`config.mk`:
```
export PLATFORM = sky130hd
export DESIGN_NAME = prt_decoder_seq
export DESIGN_NICKNAME = d
export VERILOG_FILES = /design/src/rtl/prt_pkg.sv /design/src/rtl/prt_dec_timer.sv /design/src/rtl/prt_decoder_seq.sv
export SDC_FILE = /design/constraint.sdc
export NUM_CORES = 1
export LEC_CHECK = 0
export ABC_AREA = 1
export CAP_MARGIN = 20
export CORE_MARGIN = 2
export CORE_UTILIZATION = 39
export DETAILED_ROUTE_END_ITERATION = 7
export PLACE_DENSITY = 0.61
export SLEW_MARGIN = 10
export SYNTH_ARGS = -nofsm -noshare
export SYNTH_HDL_FRONTEND = slang
export SYNTH_SLANG_ARGS = --single-unit
```
`constraint.sdc`:
```
create_clock -name clk -period 2.2 [get_ports clk]
set_clock_uncertainty 0.2 [all_clocks]
set_input_delay 0.44 -clock clk [delete_from_list [all_inputs] [get_ports clk]]
set_output_delay 0.44 -clock clk [all_outputs]
set_load 0.05 [all_outputs]
```
`src/rtl/prt_pkg.sv`:
```
// Shared types and constants for the priority encoder / decoder pair.
package prt_pkg;

    localparam int          PRT_CODE_W  = 2;
    localparam int          PRT_LINES   = 4;
    localparam logic [7:0]  PRT_CNT_MAX = 8'hFF;

    typedef enum logic [1:0] {
        IDLE  = 2'd0,
        DRIVE = 2'd1,
        GAP   = 2'd2
    } prt_dec_state_t;

endpackage

```
`src/rtl/prt_dec_timer.sv`:
```
// Loadable 8-bit down-counter that parks at zero instead of wrapping.
module prt_dec_timer (
    input  logic       clk,
    input  logic       rst_n,
    input  logic       load,
    input  logic [7:0] load_val,
    output logic       zero
);

    logic [7:0] r_count;

    // NOTE: sequential state uses non-blocking assignments so every flop samples pre-edge values.
    always_ff @(posedge clk or negedge rst_n) begin
        if (!rst_n) begin
            r_count <= 8'd0;
        end else if (load) begin
            r_count <= load_val;
        end else if (r_count != 8'd0) begin
            r_count <= r_count - 8'd1;
        end
    end

    assign zero = (r_count == 8'd0);

endmodule

```
`src/rtl/prt_decoder_seq.sv`:
```
// Sequential 2-to-4 decoder: each accepted code becomes a timed one-hot strobe
// followed by an idle gap; a saturating counter tallies accepted codes.
module prt_decoder_seq
    import prt_pkg::*;
#(
    parameter int PULSE_LEN = 4,
    parameter int GAP_LEN   = 1
) (
    input  logic                  clk,
    input  logic                  rst_n,
    input  logic                  in_valid,
    input  logic [PRT_CODE_W-1:0] in_code,
    output logic                  in_ready,
    output logic [PRT_LINES-1:0]  out_onehot,
    output logic                  out_active,
    output logic                  busy,
    output logic [7:0]            code_cnt
);

    localparam logic [7:0] PULSE_LOAD = 8'(PULSE_LEN - 1);
    localparam logic [7:0] GAP_LOAD   = 8'(GAP_LEN - 1);
    localparam bit         HAS_GAP    = (GAP_LEN > 0);

    prt_dec_state_t        r_state;
    prt_dec_state_t        w_next_state;
    logic [PRT_CODE_W-1:0] r_code_q;
    logic [7:0]            r_code_cnt;
    logic                  w_accept;
    logic                  w_load;
    logic [7:0]            w_load_val;
    logic                  w_zero;

    prt_dec_timer u_timer (
        .clk      (clk),
        .rst_n    (rst_n),
        .load     (w_load),
        .load_val (w_load_val),
        .zero     (w_zero)
    );

    always_ff @(posedge clk or negedge rst_n) begin
        if (!rst_n) r_state <= IDLE;
        else        r_state <= w_next_state;
    end

    // NOTE: every signal assigned here gets a default first, so no latch can be inferred.
    always_comb begin
        w_next_state = r_state;
        w_load       = 1'b0;
        w_load_val   = PULSE_LOAD;
        w_accept     = 1'b0;
        case (r_state)
            IDLE: begin
                if (in_valid) begin
                    w_accept     = 1'b1;
                    w_load       = 1'b1;
                    w_load_val   = PULSE_LOAD;
                    w_next_state = DRIVE;
                end
            end
            DRIVE: begin
                if (w_zero) begin
                    if (HAS_GAP) begin
                        w_load       = 1'b1;
                        w_load_val   = GAP_LOAD;
                        w_next_state = GAP;
                    end else begin
                        w_next_state = IDLE;
                    end
                end
            end
            GAP: begin
                if (w_zero) w_next_state = IDLE;
            end
            default: w_next_state = IDLE;
        endcase
    end

    // Outputs decode registered state only, so reset blanks the strobe asynchronously.
    always_comb begin
        in_ready   = (r_state == IDLE);
        out_active = (r_state == DRIVE);
        busy       = (r_state == DRIVE) || (r_state == GAP);
        out_onehot = out_active ? (PRT_LINES'(1) << r_code_q) : '0;
    end

    always_ff @(posedge clk or negedge rst_n) begin
        if (!rst_n) begin
            r_code_q   <= '0;
            r_code_cnt <= 8'd0;
        end else if (w_accept) begin
            r_code_q <= in_code;
            if (r_code_cnt != PRT_CNT_MAX) r_code_cnt <= r_code_cnt + 8'd1;
        end
    end

    assign code_cnt = r_code_cnt;

endmodule

```
After elaboration in Yosys (flattened, before gate mapping)
Cells that the tools add are included.
{ "totals": {"regBits": 20, "in_bits": 5, "output_inout_bits": 15, "wordCells": 33} }
{ "op_classes": {"n_addsub": 2, "n_eq_ne": 6, "shift": 1, "n_mux": 13, "reduce_logical": 7} }
{ "op_table": {"columns": ["operator", "count"], "rows": [
  ["two-way mux 8 bit", 2],
  ["two-way mux 2 bit", 5],
  ["adder 8 x 1 -> 8 bit (second input constant)", 1],
  ["zero test 8 bit", 1],
  ["!= test 8 bit (second input constant)", 1],
  ["nonzero test 8 bit", 1],
  ["subtractor 8 x 1 -> 8 bit (second input constant)", 1],
  ["one-hot mux 2 bit (3 select lines)", 1],
  ["two-way mux 4 bit", 1],
  ["!= test 2 x 1 -> 1 bit (second input constant)", 2],
  ["<< shifter 1 x 2 -> 4 bit (first input constant)", 1],
  ["two-way mux 1 bit", 3],
  ["AND reduction 3 bit", 1],
  ["equality test 2 x 1 -> 1 bit (second input constant)", 1],
  ["equality test 2 bit (second input constant)", 1],
  ["zero test 2 bit", 1],
  ["!= test 2 bit (second input constant)", 1],
  ["one-hot mux 1 bit (2 select lines)", 1],
  ["AND reduction 2 bit", 1],
  ["nonzero test 2 bit", 1],
  ["logical OR 1 bit", 1]
]} }

Logic depth before layout (Yosys ltp)
Gate-level depths: netlist of the first run.
{ "logic_depth": {"word_depth": 4, "depth_mapped": 9, "depth_no_buf": 9} }

Hierarchy
From an unflattened synthesis of the first run, not the netlist that was laid out.
{ "unflattened": {"hier_cells": 167, "area_unflattened_um2": 1233.7} }
{ "by_module_without_submodules": {"columns": ["mod", "n_inst", "cells_per_inst", "area_per_inst_um2", "seq_area_each_um2"], "rows": [
  ["prt_decoder_seq", 1, 96, 720.7, 300.3],
  ["prt_dec_timer", 1, 71, 513.0, 200.2]
]} }

Worst setup path before layout of the first run
Ideal clock, no wire load.
{ "synth_timing": {"path_type": "reg2out", "startpoint": "register r_state[1]", "endpoint": "output out_onehot[3]", "arrival_time_ps": 2343, "required_ps": 1560, "path_slack_ps": -783, "path_stages_with_launch": 5, "path_buffers": 0, "path_cell_list": "dfrtp_1 -> inv_1 -> ha_1 -> inv_1 -> nor3_1"} }
{ "synth_via": {"elab_chain_len": 2} }
{ "synth_rtl": {"columns": ["item", "line_no", "source"], "rows": [
  ["start, declared", "prt_decoder_seq.sv:24", "prt_dec_state_t r_state;"],
  ["start signal, assigned", "prt_decoder_seq.sv:43", "else r_state <= w_next_state;"],
  ["equality test 2 x 1 -> 1 bit", "prt_decoder_seq.sv:82", "out_active = (r_state == DRIVE);"],
  ["via out_active", "prt_decoder_seq.sv:15", "output logic out_active,"],
  ["two-way mux 4 bit", "prt_decoder_seq.sv:84", "out_onehot = out_active ? (PRT_LINES'(1) << r_code_q) : '0;"],
  ["end, declared", "prt_decoder_seq.sv:14", "output logic [PRT_LINES-1:0] out_onehot,"]
]} }
The timed path passes the listed nets, and every way through them passes these cells.

Final worst setup path of the first run
{ "layout_timing": {"startpoint": "register r_state[1]", "endpoint": "output out_onehot[1]"} }
{ "layout_via": {"elab_chain_len": 2} }
{ "layout_rtl": {"columns": ["item", "line_no"], "rows": [
  ["equality test 2 x 1 -> 1 bit", "prt_decoder_seq.sv:82"],
  ["two-way mux 4 bit", "prt_decoder_seq.sv:84"]
]} }
Every way passes these cells.

==> key figures, run 1 <==
Setup path
  • Cell count of the worst reg-to-reg path: 8
  • Max incr delay on CP: 410 ps
  • FF-to-FF Start: r_state[0]$_DFFE_PN0P_
  • CP Launch Type: register
  • WP data arrival: roughly 1500 ps
  • Worst Path Required: roughly 1600 ps
  • CP Class: reg -> out
  • Critical R2R Capture: code_cnt[1]$_DFFE_PN0P_
  • CP top delay family: buffers and inverters
  • Element type at the critical path end: output pin
  • Flop2flop setup slack: roughly 470 ps
  • Bufs and invs on worst path: 3
  • Critical path peak fanout: 5
  • Critical Path, Cell by Cell: inv_2 > ha_4 > clkinvlp_4 > nor3_4 > buf_12
  • CP max stage cell: dfrtp_1

Place
  • PortBufs: 19
  • Half-perimeter wire length after placement: approximately 2 mm
  • Placed cell count: around 220
  • Placer congestion estimate: roughly 0.83

Global routing
  • Total gr overflow: 0
  • Total track usage: between 10% and 20%
  • Antenna violations before repair: 0
  • Vias in the first global route: about 1100
  • Largest net degree at the start of global routing: 21
  • First-pass GRT wire length: 4.588 mm

Final layout
  • FF+latch area: ~500 um^2
  • Ant diodes: 0
  • Fillers: 269
  • Layout cells sized above 1: between 20 and 25%
  • Post-layout util: a little under three fifths
  • Final nets: 199
  • Final Non-Filler Cells: about 230
  • Multi-input logic area: around 680 um^2
  • Layout area overhead: 37.70%
  • Commonest non-fill, non-tap cell in the layout: nand2_1
  • Commonest non-fill, non-tap cells in the layout: 47 x nand2_1, 23 x inv_1, 20 x dfrtp_1, 12 x buf_4, 11 x nand3_1

Clock tree
  • CTS max path bufs: 2
  • CTS buffer count: 3
  • Clk sink count: 20
  • CTS tree: built
  • Clk root buf: clkbuf_4
  • # hold bufs at CTS: 0
  • Worst-Skew Late Latency: 310 ps
  • Reg clk slew, reported paths: 120 ps
  • CTS H-tree lvls: 1

Yosys
  • Mux contribution to synthesized area: 0%
  • Sequential area share after synthesis: around 41%
  • Post-synthesis adder-cell area fraction: 6.098%
  • Cell taking the most area after synthesis: dfrtp_1
  • Largest family of logic cells by synthesized area: simple AND/OR/NAND/NOR gates
  • Post-Synth Simple-Gate Area: 37.30%
  • Synth Instances: 158
  • Synth Area in XOR/XNOR: ~5.7%
  • Post-Syn Area: approximately 1200 um^2
  • Mean post-synth cell area: 7.792 um^2
  • Syn Nets: approximately 170
  • Ranking of synthesized cells by area: dfrtp_1 41%, nand2_1 14%, inv_1 7.6%
  • Synth Register Bits: 20
  • Synth Area in Compound Gates: 1.626%
  • Synth cell types: 23
  • Post-synth top area share: about 41%
  • Yosys warnings: 0

Timing
  • Tcrit/Tclk final: between 90% and 100%
  • RSZ-0062 raised after global routing: yes
  • Max frequency: approximately 470 MHz
  • Slew Viols, Final: 0
  • Rel. slew slack: around two thirds
  • Min Clock Period, post-route: between 2000 and 2500 ps
  • # setup viols final: 0
  • Actual slew at the worst max-slew pin: 505.1 ps
  • Fin. Hold Viols: 0

Floorplanning
  • Die Span Y: between 60 and 70 um
  • Die Width: 60.19 um
  • Initial Util: 40.66%
  • Row Count: 20
  • Io pins: 20
  • Core area: about 3000 um^2
  • Die ar.: about 3600 um^2

Routing
  • Detail Route Antenna Nets: 0
  • Via count: 1071
  • Drt wl/cell: 11.60 um
  • Drt initial violations: between 60 and 70
  • Via density per instance: 4.636
  • Remaining DRCs: 0
  • DR pass1 iterations: 4
  • WL final: approximately 2.7 mm

Hold path
  • Hold Crit Class: in -> async

Power
  • PwrDens: ~1500 nW/um^2
  • LEAKAGE: 0.0008896 uW
  • Max VDD drop: about 0.8 mV

Flow run
  • Max Cap Violations: 0

Outcome
  • Status: finished, final reports clean
==> kinds of logic (layout without fill, tap and decap cells) <==
group,after synthesis,count (layout)
compound gates,4,4
xor+xnor,8,8
fa+ha+maj,6,6
buf+inv,27,56
flops,20,20
simple gates,93,93
==> Yosys cell counts <==
| cell type | number |
|---|---|
| nand4_1 | 3 |
| nand3_2 | 1 |
| dfrtp_1 | 20 |
| nand3b_1 | 1 |
| o21ai_1 | 1 |
| nand4_2 | 1 |
| inv_1 | 25 |
| nand2_4 | 2 |
| inv_4 | 2 |
| o21ai_0 | 3 |
| or2_1 | 1 |
| ha_1 | 6 |
| nand2_1 | 47 |
| nor2_4 | 1 |
| xor2_1 | 6 |
| nor2_1 | 8 |
| nand3_1 | 11 |
| nor2_2 | 3 |
| xnor2_1 | 2 |
| or2_2 | 1 |
| nor2_8 | 1 |
| nor3_1 | 9 |
| nand2_2 | 3 |
==> layout make-up <==
class | count | area share [%]
Inverter | 27 | 6.494
Sequential cell | 20 | 29.52
Clock inverter | 1 | 1.771
Timing Repair Buffer | 25 | 17.42
Multi-Input combinational cell | 111 | 40.22
Tap cell | 44 | 3.247
Clock buffer | 3 | 1.328
==> worst max-delay path by stage <==
stage / slack [ps] / cells after the start / to / start
after global placement: 300 / 5 / out_onehot[1] / r_state[1]$_DFFE_PN0P_
after detailed placement: 250 / 5 / out_onehot[2] / r_state[1]$_DFFE_PN0P_
final: 60 / 5 / out_onehot[1] / r_state[1]$_DFFE_PN0P_
after floorplan: 7 / 4 / out_onehot[0] / r_state[1]$_DFFE_PN0P_
after global routing: -50 / 5 / out_onehot[3] / r_state[1]$_DFFE_PN0P_
after CTS: 4 / 1 / code_cnt[6] / code_cnt[6]$_DFFE_PN0P_
==> power by group <==
part | switching, uW | total (uW) | leakage, uW | internal (uW)
registers | 151 | 646 | 0.000254 | 495
clock network | 123 | 307 | 0.0000279 | 184
logic | 983 | 1620 | 0.000607 | 633
total | 1260 | 2570 | 0.000890 | 1310
==> state kept, by name (all words and copies together), names as in the netlist <==
name / flops
code_cnt: 8
r_code_q: 2
r_state: 2
u_timer.r_count: 8
==> metrics by stage <==
stage / hold slack [ps] / setup TNS [ps] / worst slack (ps) / cell area [um^2] / power, uW
after floorplan: -55.59 / 0 / 7.473 / 1279 / 1680
after global placement: 283.3 / 0 / 296.3 / 1587 / 2145
after detailed placement: 299.0 / 0 / 252.0 / 1587 / 2183
after CTS: 251.7 / 0 / 4.026 / 1683 / 2569
after global routing: 257.2 / -153.3 / -47.22 / 1695 / 2746
final: 249.9 / 0 / 59.21 / 1695 / 2569
==> routing by layer <==
layer  GRT usage (%)  routed length [um]  vias up
met5               0                   0        -
met4           6.667                  45        0
met3           3.030                  80        5
met2           27.95                1311       16
met1           22.07                1241      502
li1                -                   -      548
==> worst register-to-register path, stage by stage (launching register included) <==
cell,delay [ps]
dfrtp_1,440
inv_1,80
ha_1,260
nand2_1,260
inv_4,100
nand2_4,150
inv_4,60
nand2_1,50
nand2_1,50
==> repair_timing <==
action	4_1_cts	5_1_grt
pin swaps	1	1
endpoints found under the setup margin	4	6
gates resized for setup	3	2
buffers inserted	4	1
gates cloned	0	0
Power figures use the tool's default switching activity.
==> inputs of run 2 (changes only) <==
--- a/config.mk
+++ b/config.mk
@@ -6,11 +6,10 @@
 export NUM_CORES = 1
 export LEC_CHECK = 0
 export ABC_AREA = 1
-export CAP_MARGIN = 20
+export CAP_MARGIN = 0
 export CORE_MARGIN = 2
 export CORE_UTILIZATION = 39
 export DETAILED_ROUTE_END_ITERATION = 7
-export PLACE_DENSITY = 0.61
 export SLEW_MARGIN = 10
 export SYNTH_ARGS = -nofsm -noshare
 export SYNTH_HDL_FRONTEND = slang
==> run 2 against run 1 <==
  * Global-route usage decreased by 0.37 points
  * Fmax shrank 0.51%
  * Count of clock-buffer cells in the layout unchanged
  * Via count down 0.93%
  * Final cell count fell by 0.43%
  * Total power is 1.7% lower
  * Design area shrank 0.44%
  * Critical path type unchanged
  * Critical endpoint unchanged
==> key figures, run 2 (synthesized netlist as in run 1, its figures left out) <==
Outcome
  • Status: finished, final reports clean

Timing
  • Slew Viols, Final: 0
  • Rel. slew slack: about 67%
  • Fin. Hold Viols: 0
  • Actual slew at the worst max-slew pin: roughly 500 ps
  • Min Clock Period, post-route: approximately 2200 ps
  • # setup viols final: 0
  • RSZ-0062 raised after global routing: yes
  • Max frequency: approximately 460 MHz
  • Tcrit/Tclk final: a little over nine tenths

Global routing
  • Total gr overflow: 0
  • Vias in the first global route: ~1000
  • Antenna violations before repair: 0
  • Total track usage: between 10% and 20%
  • First-pass GRT wire length: ~4.5 mm
  • Largest net degree at the start of global routing: 21

Power
  • Combinational Power Share: ~62%
  • Clk network pwr share: 12.4%
  • Max VDD drop: between 0.9 and 1 mV
  • Internal: ~1300 uW
  • LEAKAGE: around 0.00088 uW
  • Flop pwr share: between 20% and 30%
  • PwrDens: 1495 nW/um^2
  • Sw frac: approximately 50%
  • Net Sw Power: 1233 uW

Floorplanning
  • Io pins: 20
  • Initial Util: approximately two fifths
  • Core area: roughly 3000 um^2
  • Die ar.: between 3000 and 4000 um^2
  • Die Span Y: 60.19 um
  • Row Count: 20
  • Die Width: 60.19 um

Setup path
  • WP data arrival: around 1500 ps
  • Element type at the critical path end: output pin
  • CP Launch Type: register
  • CP Class: reg -> out
  • Worst Path Required: around 1600 ps
  • Critical path peak fanout: 5

Place
  • Placer congestion estimate: approximately 0.81
  • DP Area: ~1600 um^2
  • PortBufs: 19
  • Half-perimeter wire length after placement: a little under 2 mm

Clock tree
  • CTS tree: built
  • Reg clk slew, reported paths: 130 ps
  • CTS H-tree lvls: 1
  • CTS buffer count: 3
  • Worst-Skew Late Latency: a little over 300 ps
  • Clk root buf: clkbuf_4
  • CTS max path bufs: 2
  • Clk sink count: 20

Final layout
  • Ant diodes: 0
  • Layout area overhead: 37.09%
  • Layout cells sized above 1: about a quarter
  • Commonest non-fill, non-tap cell in the layout: nand2_1
  • Final Cell Area: approximately 1700 um^2
  • Final nets: ~200
  • Post-layout util: 55.74%
  • Commonest non-fill, non-tap cells in the layout: 47 x nand2_1, 23 x inv_1, 20 x dfrtp_1, 11 x nand3_1, 11 x buf_4

Routing
  • Drt initial violations: between 70 and 80
  • Detail Route Antenna Nets: 0
  • DR pass1 iterations: 4
  • Via density per instance: around 4.6
  • Drt wl/cell: about 11 um
  • Remaining DRCs: 0
  • Via count: 1061
  • WL final: 2.553 mm

Hold path
  • Hold Crit Class: in -> async

Flow run
  • Max Cap Violations: 0
## run 2: layout make-up
class	instances	area (um^2)
Clock buffer	3	22.52
Clock inverter	1	30.03
Fill cell	307	1340
Inverter	27	110.1
Multi-Input combinational cell	111	681.9
Sequential cell	20	500.5
Tap cell	44	55.05
Timing Repair Buffer	24	287.8
## run 2: final timing paths
path                                    startpoint                             end  slack (ps)  depth (start not counted)
setup / recovery            r_state[1]$_DFFE_PN0P_                   out_onehot[1]          50                          5
hold / removal                               rst_n  u_timer.r_count[4]$_DFFE_PN0P_         240                          2
setup reg to reg            r_state[1]$_DFFE_PN0P_         code_cnt[6]$_DFFE_PN0P_         440                          7
hold reg to reg            code_cnt[3]$_DFFE_PN0P_         code_cnt[3]$_DFFE_PN0P_         350                          2
max in group asynchronous                    rst_n  u_timer.r_count[7]$_DFFE_PN0P_        1340                          2
min in group clk           code_cnt[3]$_DFFE_PN0P_         code_cnt[3]$_DFFE_PN0P_         350                          2
## run 2: layer usage
layer / GRT usage [%] / part of all wire, % / up-vias / routed length, um
li1: - / - / 545 / -
met1: 21.61 / 45 / 490 / 1145
met2: 26.24 / 48 / 21 / 1236
met3: 4.113 / 4.9 / 5 / 124
met4: 6.984 / 1.8 / 0 / 47
met5: 0 / 0 / - / 0
## run 2: power groups by stage
stage	sequential, uW	combinational, uW	clock (uW)
floorplan	766	914	0
global placement	645	1500	0
detailed placement	652	1520	0
CTS	651	1580	320
global route	672	1710	333
finish	648	1560	312
## run 2: critical path, cell delays in order (launching register included)
cell and delay, ps:
dfrtp_1 410, inv_2 80, ha_4 140, clkinvlp_4 190, nor3_4 210, buf_12 160
## run 2: metrics by stage
step / setup TNS, ps / power [uW] / worst slack, ps / cells / hold slack (ps)
after CTS: 0 / 2553 / 0.8855 / 230 / 251.5
after detailed placement: 0 / 2175 / 238.8 / 222 / 303.4
after global routing: -55.08 / 2713 / -21.26 / 230 / 264.9
after floorplan: 0 / 1680 / 7.473 / 158 / -55.59
final: 0 / 2524 / 48.16 / 230 / 244.1
after global placement: 0 / 2143 / 293.9 / 222 / 283.0
## run 2: what timing repair did
action | in CTS | in global routing
endpoints found under the setup margin | 4 | 6
resized for setup | 3 | 2
hold buffers | 0 | 0
pin swaps | 1 | 1
buffers inserted | 4 | 0
==> edit 1 (settings of run 1) <==
Change the package constant `PRT_LINES` from 4 to 3.
--- a/src/rtl/prt_pkg.sv
+++ b/src/rtl/prt_pkg.sv
@@ -2,7 +2,7 @@
 package prt_pkg;
 
     localparam int          PRT_CODE_W  = 2;
-    localparam int          PRT_LINES   = 4;
+    localparam int          PRT_LINES   = 3;
     localparam logic [7:0]  PRT_CNT_MAX = 8'hFF;
 
     typedef enum logic [1:0] {
Ports: changed (resized out_onehot); port bits go from 20 to 19. The function was not compared with the original's and may differ.
==> edit 1 against run 1 <==
- sequential cell count did not move
- clock power fell by 27%
- critical path type unchanged
- design area is 2.8% lower
- area after synthesis increased by 4.5%
- worst setup slack improved by 0.043 ns
- wire length down 4.6%
- critical endpoint is now out_onehot[0]
- via count increased by 2.4%
- cell count increased by 1.7%
- power decreased by 7.2%
- global-route usage decreased by 0.57 points
- critical path depth stayed put
- largest power group unchanged
- highest routed layer unchanged
==> edit 1: results (changes against run 1) <==
- Status: completed
- Met1 usage: 0.2372 (+0.01643)
- First-pass GRT wire length: 4685 µm (+2.1%)
- Synth unique cells: 25 (+8.7%)
- Layout cells sized above 1: 0.2251 (-0.01551)
- Sequential area share after synthesis: 0.3891 (-0.01740)
- Vias per cell: 4.668 (+0.68%)
- R2R Path Start: r_state[1]
- Worst reg-to-reg path cell count: 7 (-1)
- Largest net degree at the start of global routing: 21 (unchanged)
- CP endpoint: out_onehot[0]
- CP max FO: 4 (-1)
- Arrival time of the worst setup path: 1.46 ns (-0.04 ns)
- Initial antenna violation count: 0 (unchanged)
- Net count, final: 204 (+2.5%)
- RePlAce Congestion: 0.7868 (-5.8%)
- Post-Route WL: 2557 µm (-4.6%)
- Post-synth top cells: nand2_1 (52), dfrtp_1 (20), inv_1 (20)
- GRT Total Usage: 0.1645 (-0.005699)
- Area contributors post-synth: dfrtp_1 (39%), nand2_1 (15%), ha_1 (6.8%)
- Placed cells: 230 (+3.6%)
- Reg-to-Reg End: code_cnt[4]
- Reg2reg setup slack: 0.41 ns (-0.06 ns)
- Clock buffer depth: 2 (unchanged)
- Grt met3 use: 0.02521 (-0.005093)
- Syn_area_per_cell: 7.702 µm² (-1.2%)
- GR Layer Usage met2: 0.2447 (-0.03482)
- DR iter-0 viols: 34 (-47%)
- Top delay family on crit path: flip-flops
- Placed instance area: 0.001589 mm² (+0.16%)
- PortBufs: 18 (-1)
- Fillers: 304 (+13%)
- DRT met1 WL: 1232 µm (-0.73%)
- Post-synthesis net count: 179 (+5.9%)
- DR WL met3: 90 µm (+13%)
- Via Count: 1097 (+2.4%)
- Asr flop ratio synth: 1.000 (unchanged)
- Slew margin rel.: 0.6660 (+0.003230)
- Max VDD drop: 0.8047 mV (+1.9%)
- Hpwl dp: 1974 µm (+0.61%)
- LEAKAGE: 0.8722 nW (-2.0%)
- Met2 WL post-DR: 1219 µm (-7.0%)
==> edit 1: cell count changes in the layout (fill, tap and decap cells not counted), sizes merged, moves of 5 or more <==
cell / change
nor2: +10
nand2: +8
nor3: -7
inv: -5
==> edit 1: stage by stage <==
step / hold WS, ns / setup WS (ns)
2_1_floorplan: -0.05559 / 0.09533
3_3_place_gp: 0.2979 / 0.3018
3_5_place_dp: 0.3178 / 0.2854
4_1_cts: 0.2610 / 0.005102
5_1_grt: 0.2615 / 0.002795
6_report: 0.2544 / 0.1018
==> edit 1: final cells by class <==
cell class / instances / area [µm²] / share of cell area
Multi-Input combinational cell: 125 / 724.4 / 0.4396
Sequential cell: 20 / 500.5 / 0.3037
Timing Repair Buffer: 21 / 252.7 / 0.1534
Inverter: 21 / 78.83 / 0.04784
Tap cell: 44 / 55.05 / 0.03341
Clock buffer: 4 / 36.28 / 0.02202
==> edit 1: power breakdown <==
group,internal (mW),total [mW],switching (mW),leakage (nW)
clock network,0.101,0.223,0.123,0.0210
registers,0.506,0.679,0.173,0.257
logic,0.576,1.48,0.906,0.595
==> edit 1: kinds of logic after synthesis <==
group / count (synthesis) / share of synthesized area
and+or+nand+nor: 108 / 0.4076
buffers and inverters: 22 / 0.07003
DFF: 20 / 0.3891
AOI/OAI and AO/OA: 7 / 0.03891
adders and majority gates: 7 / 0.06809
xor gates and xnor gates: 3 / 0.02627
==> edit 1: timing repair <==
item                                    in CTS  in global routing
endpoints found under the setup margin       1                  3
pin swaps                                    0                  0
endpoints found under the hold margin        0                  0
gates resized for setup                      1                  2
buffers inserted                             0                  1
cloned                                       0                  0
==> edit 2 (settings of run 1) <==
Made on the original files. Register the output `code_cnt` once more, without a reset; this adds one clock of latency there. The other outputs are not delayed to match.
--- a/src/rtl/prt_decoder_seq.sv
+++ b/src/rtl/prt_decoder_seq.sv
@@ -94,7 +94,9 @@
         end
     end
 
-    assign code_cnt = r_code_cnt;
+    always_ff @(posedge clk) begin
+        code_cnt <= r_code_cnt;
+    end
 
 endmodule
 
Check against the original RTL: not equivalent (Yosys sat finds a counterexample within 4 cycles, from zero or initial values and one cycle with rst_n low).
==> edit 2 against run 1 <==
- non-clock buffer count increased by 1
- die area increased by 7.9%
- power increased by 2.9%
- area after synthesis increased by 8.4%
- synthesized cell count decreased by 4.4%
- worst setup slack got worse by 0.047 ns
- clock power decreased by 18%
- design area increased by 6.3%
- wire length decreased by 3.7%
- sequential cell count increased by 8
==> edit 2: results (changes against run 1) <==
- Initial antenna violation count: 0 (unchanged)
- Setup WS pre-CTS: 0.3217 ns (+0.06972 ns)
- Non-clock buffers: 26 (+4.0%)
- Placed cells: 217 (-2.3%)
- Sequential cell count: 28 (+40%)
- Post-synthesis net count: 162 (-4.1%)
- LEAKAGE: 0.8311 nW (-6.6%)
- Top delay family on crit path: buffers and inverters
- P&R area growth vs syn: 35.05%
- Net count, final: 193 (-3.0%)
- Max incr delay on CP: roughly 0.42 ns
- Sequential area share after synthesis: 0.4948 (+0.08834)
- Slowest cell on crit path: dfrtp_1
- Fillers: 317 (+18%)
- Clkbuf count: 4 (+1)
- Vias per cell: 4.678 (+0.91%)
- Area of the multi-input gates: 669.4 µm² (-1.8%)
- N_taps: 46 (+4.5%)
- NonClk Buf Share: 0.1666 (-0.007618)
- Flip-flop and latch area: 660.6 µm² (+32%)
- First-pass GRT wire length: 4554 µm (-0.74%)
- GRT Total Usage: 0.1431 (-0.02711)
- Diode count: 0 (unchanged)
- DR iter-0 viols: 24 (-63%)
- Critical path origin: r_state[1]
- Max VDD drop: 0.7276 mV (-7.9%)
- Post-synth top cells: nand2_1 (37), dfrtp_1 (20), inv_1 (17)
- Placed instance area: 0.001705 mm² (+7.5%)
- Synth unique cells: 24 (+4.3%)
- CP max FO: 6 (+1)
- PortBufs: 19 (unchanged)
- Arrival time of the worst setup path: 1.55 ns (+0.05 ns)
- 1st-pass router iterations: 4 (unchanged)
- Clk root buf: clkbuf_4
- Clk pin slew, worst setup/hold paths: 0.15 ns (+0.03 ns)
- Clock buffer depth: 2 (unchanged)
- Slew margin rel.: 0.6643 (+0.001552)
- Number of global-route vias before repair: 1093 (+3.0%)
- Layout clock area frac: 0.02012 (-0.01087)
- Worst-Skew Late Latency: 0.33 ns (+0.02 ns)
- Post-Route WL: 2581 µm (-3.7%)
- Multi-In Gates: 103 (-7.2%)
- Syn_area_per_cell: 8.841 µm² (+13%)
- Area contributors post-synth: dfrtp_1 (37%), dfxtp_1 (12%), nand2_1 (10%)
- Asr flop ratio synth: 0.7143 (-0.2857)
- Layout cells sized above 1: 0.2486 (+0.007977)
- Status: completed
- Hpwl dp: 1942 µm (-1.0%)
- Wire per inst: 11.37 µm (-2.0%)
- Number of non-clock inverters in the layout: 20 (-26%)
- RePlAce Congestion: 0.7508 (-10%)
[edit 2: cell types whose count changed in the layout (fill, tap and decap cells not counted), sizes merged, moves of 2 or more]
cell,before,now
o21ai,4,7
nand3,12,10
dfxtp,0,8
clkdlybuf4s50,4,12
buf,19,14
dlymetal6s2s,2,0
inv,26,19
nor2,13,10
nand2,52,42
[edit 2: final timing paths]
check	endpoint	slack, ns	cells past startpoint
setup / recovery	out_onehot[2]	0.01	5
hold / removal	r_state[0]	0.24	2
setup reg to reg	r_code_cnt[3]	0.38	10
hold reg to reg	code_cnt[3]	0.24	0
max in group asynchronous	u_timer.r_count[1]	1.35	2
min in group clk	code_cnt[3]	0.24	0
[edit 2: routing by layer]
layer / wire length, µm / global-route usage / share of wire
met5: 0 / 0 / 0
met4: 15 / 0.05000 / 0.0058
met3: 56 / 0.01802 / 0.022
met2: 1381 / 0.2728 / 0.54
met1: 1127 / 0.1624 / 0.44
[edit 2: what timing repair did]
action,4_1_cts,5_1_grt
setup buffers,4,2
gates resized for setup,2,1
setup endpoints to repair,4,4
pin swaps,3,2
[edit 2: cell families (layout without fill, tap and decap cells)]
family / after synthesis / after routing / share of synthesized area
AOI/OAI and AO/OA: 8 / 8 / 0.02998
xor gates and xnor gates: 9 / 9 / 0.06467
adders and majority gates: 6 / 6 / 0.05623
buffers and inverters: 20 / 50 / 0.05623
DFF: 28 / 28 / 0.4948
and+or+nand+nor: 80 / 80 / 0.2980
[edit 2: where the power goes]
part / total, mW / internal [mW] / switching, mW
registers: 0.822 / 0.676 / 0.146
logic: 1.57 / 0.641 / 0.926
clock network: 0.252 / 0.101 / 0.151
total: 2.64 / 1.42 / 1.22
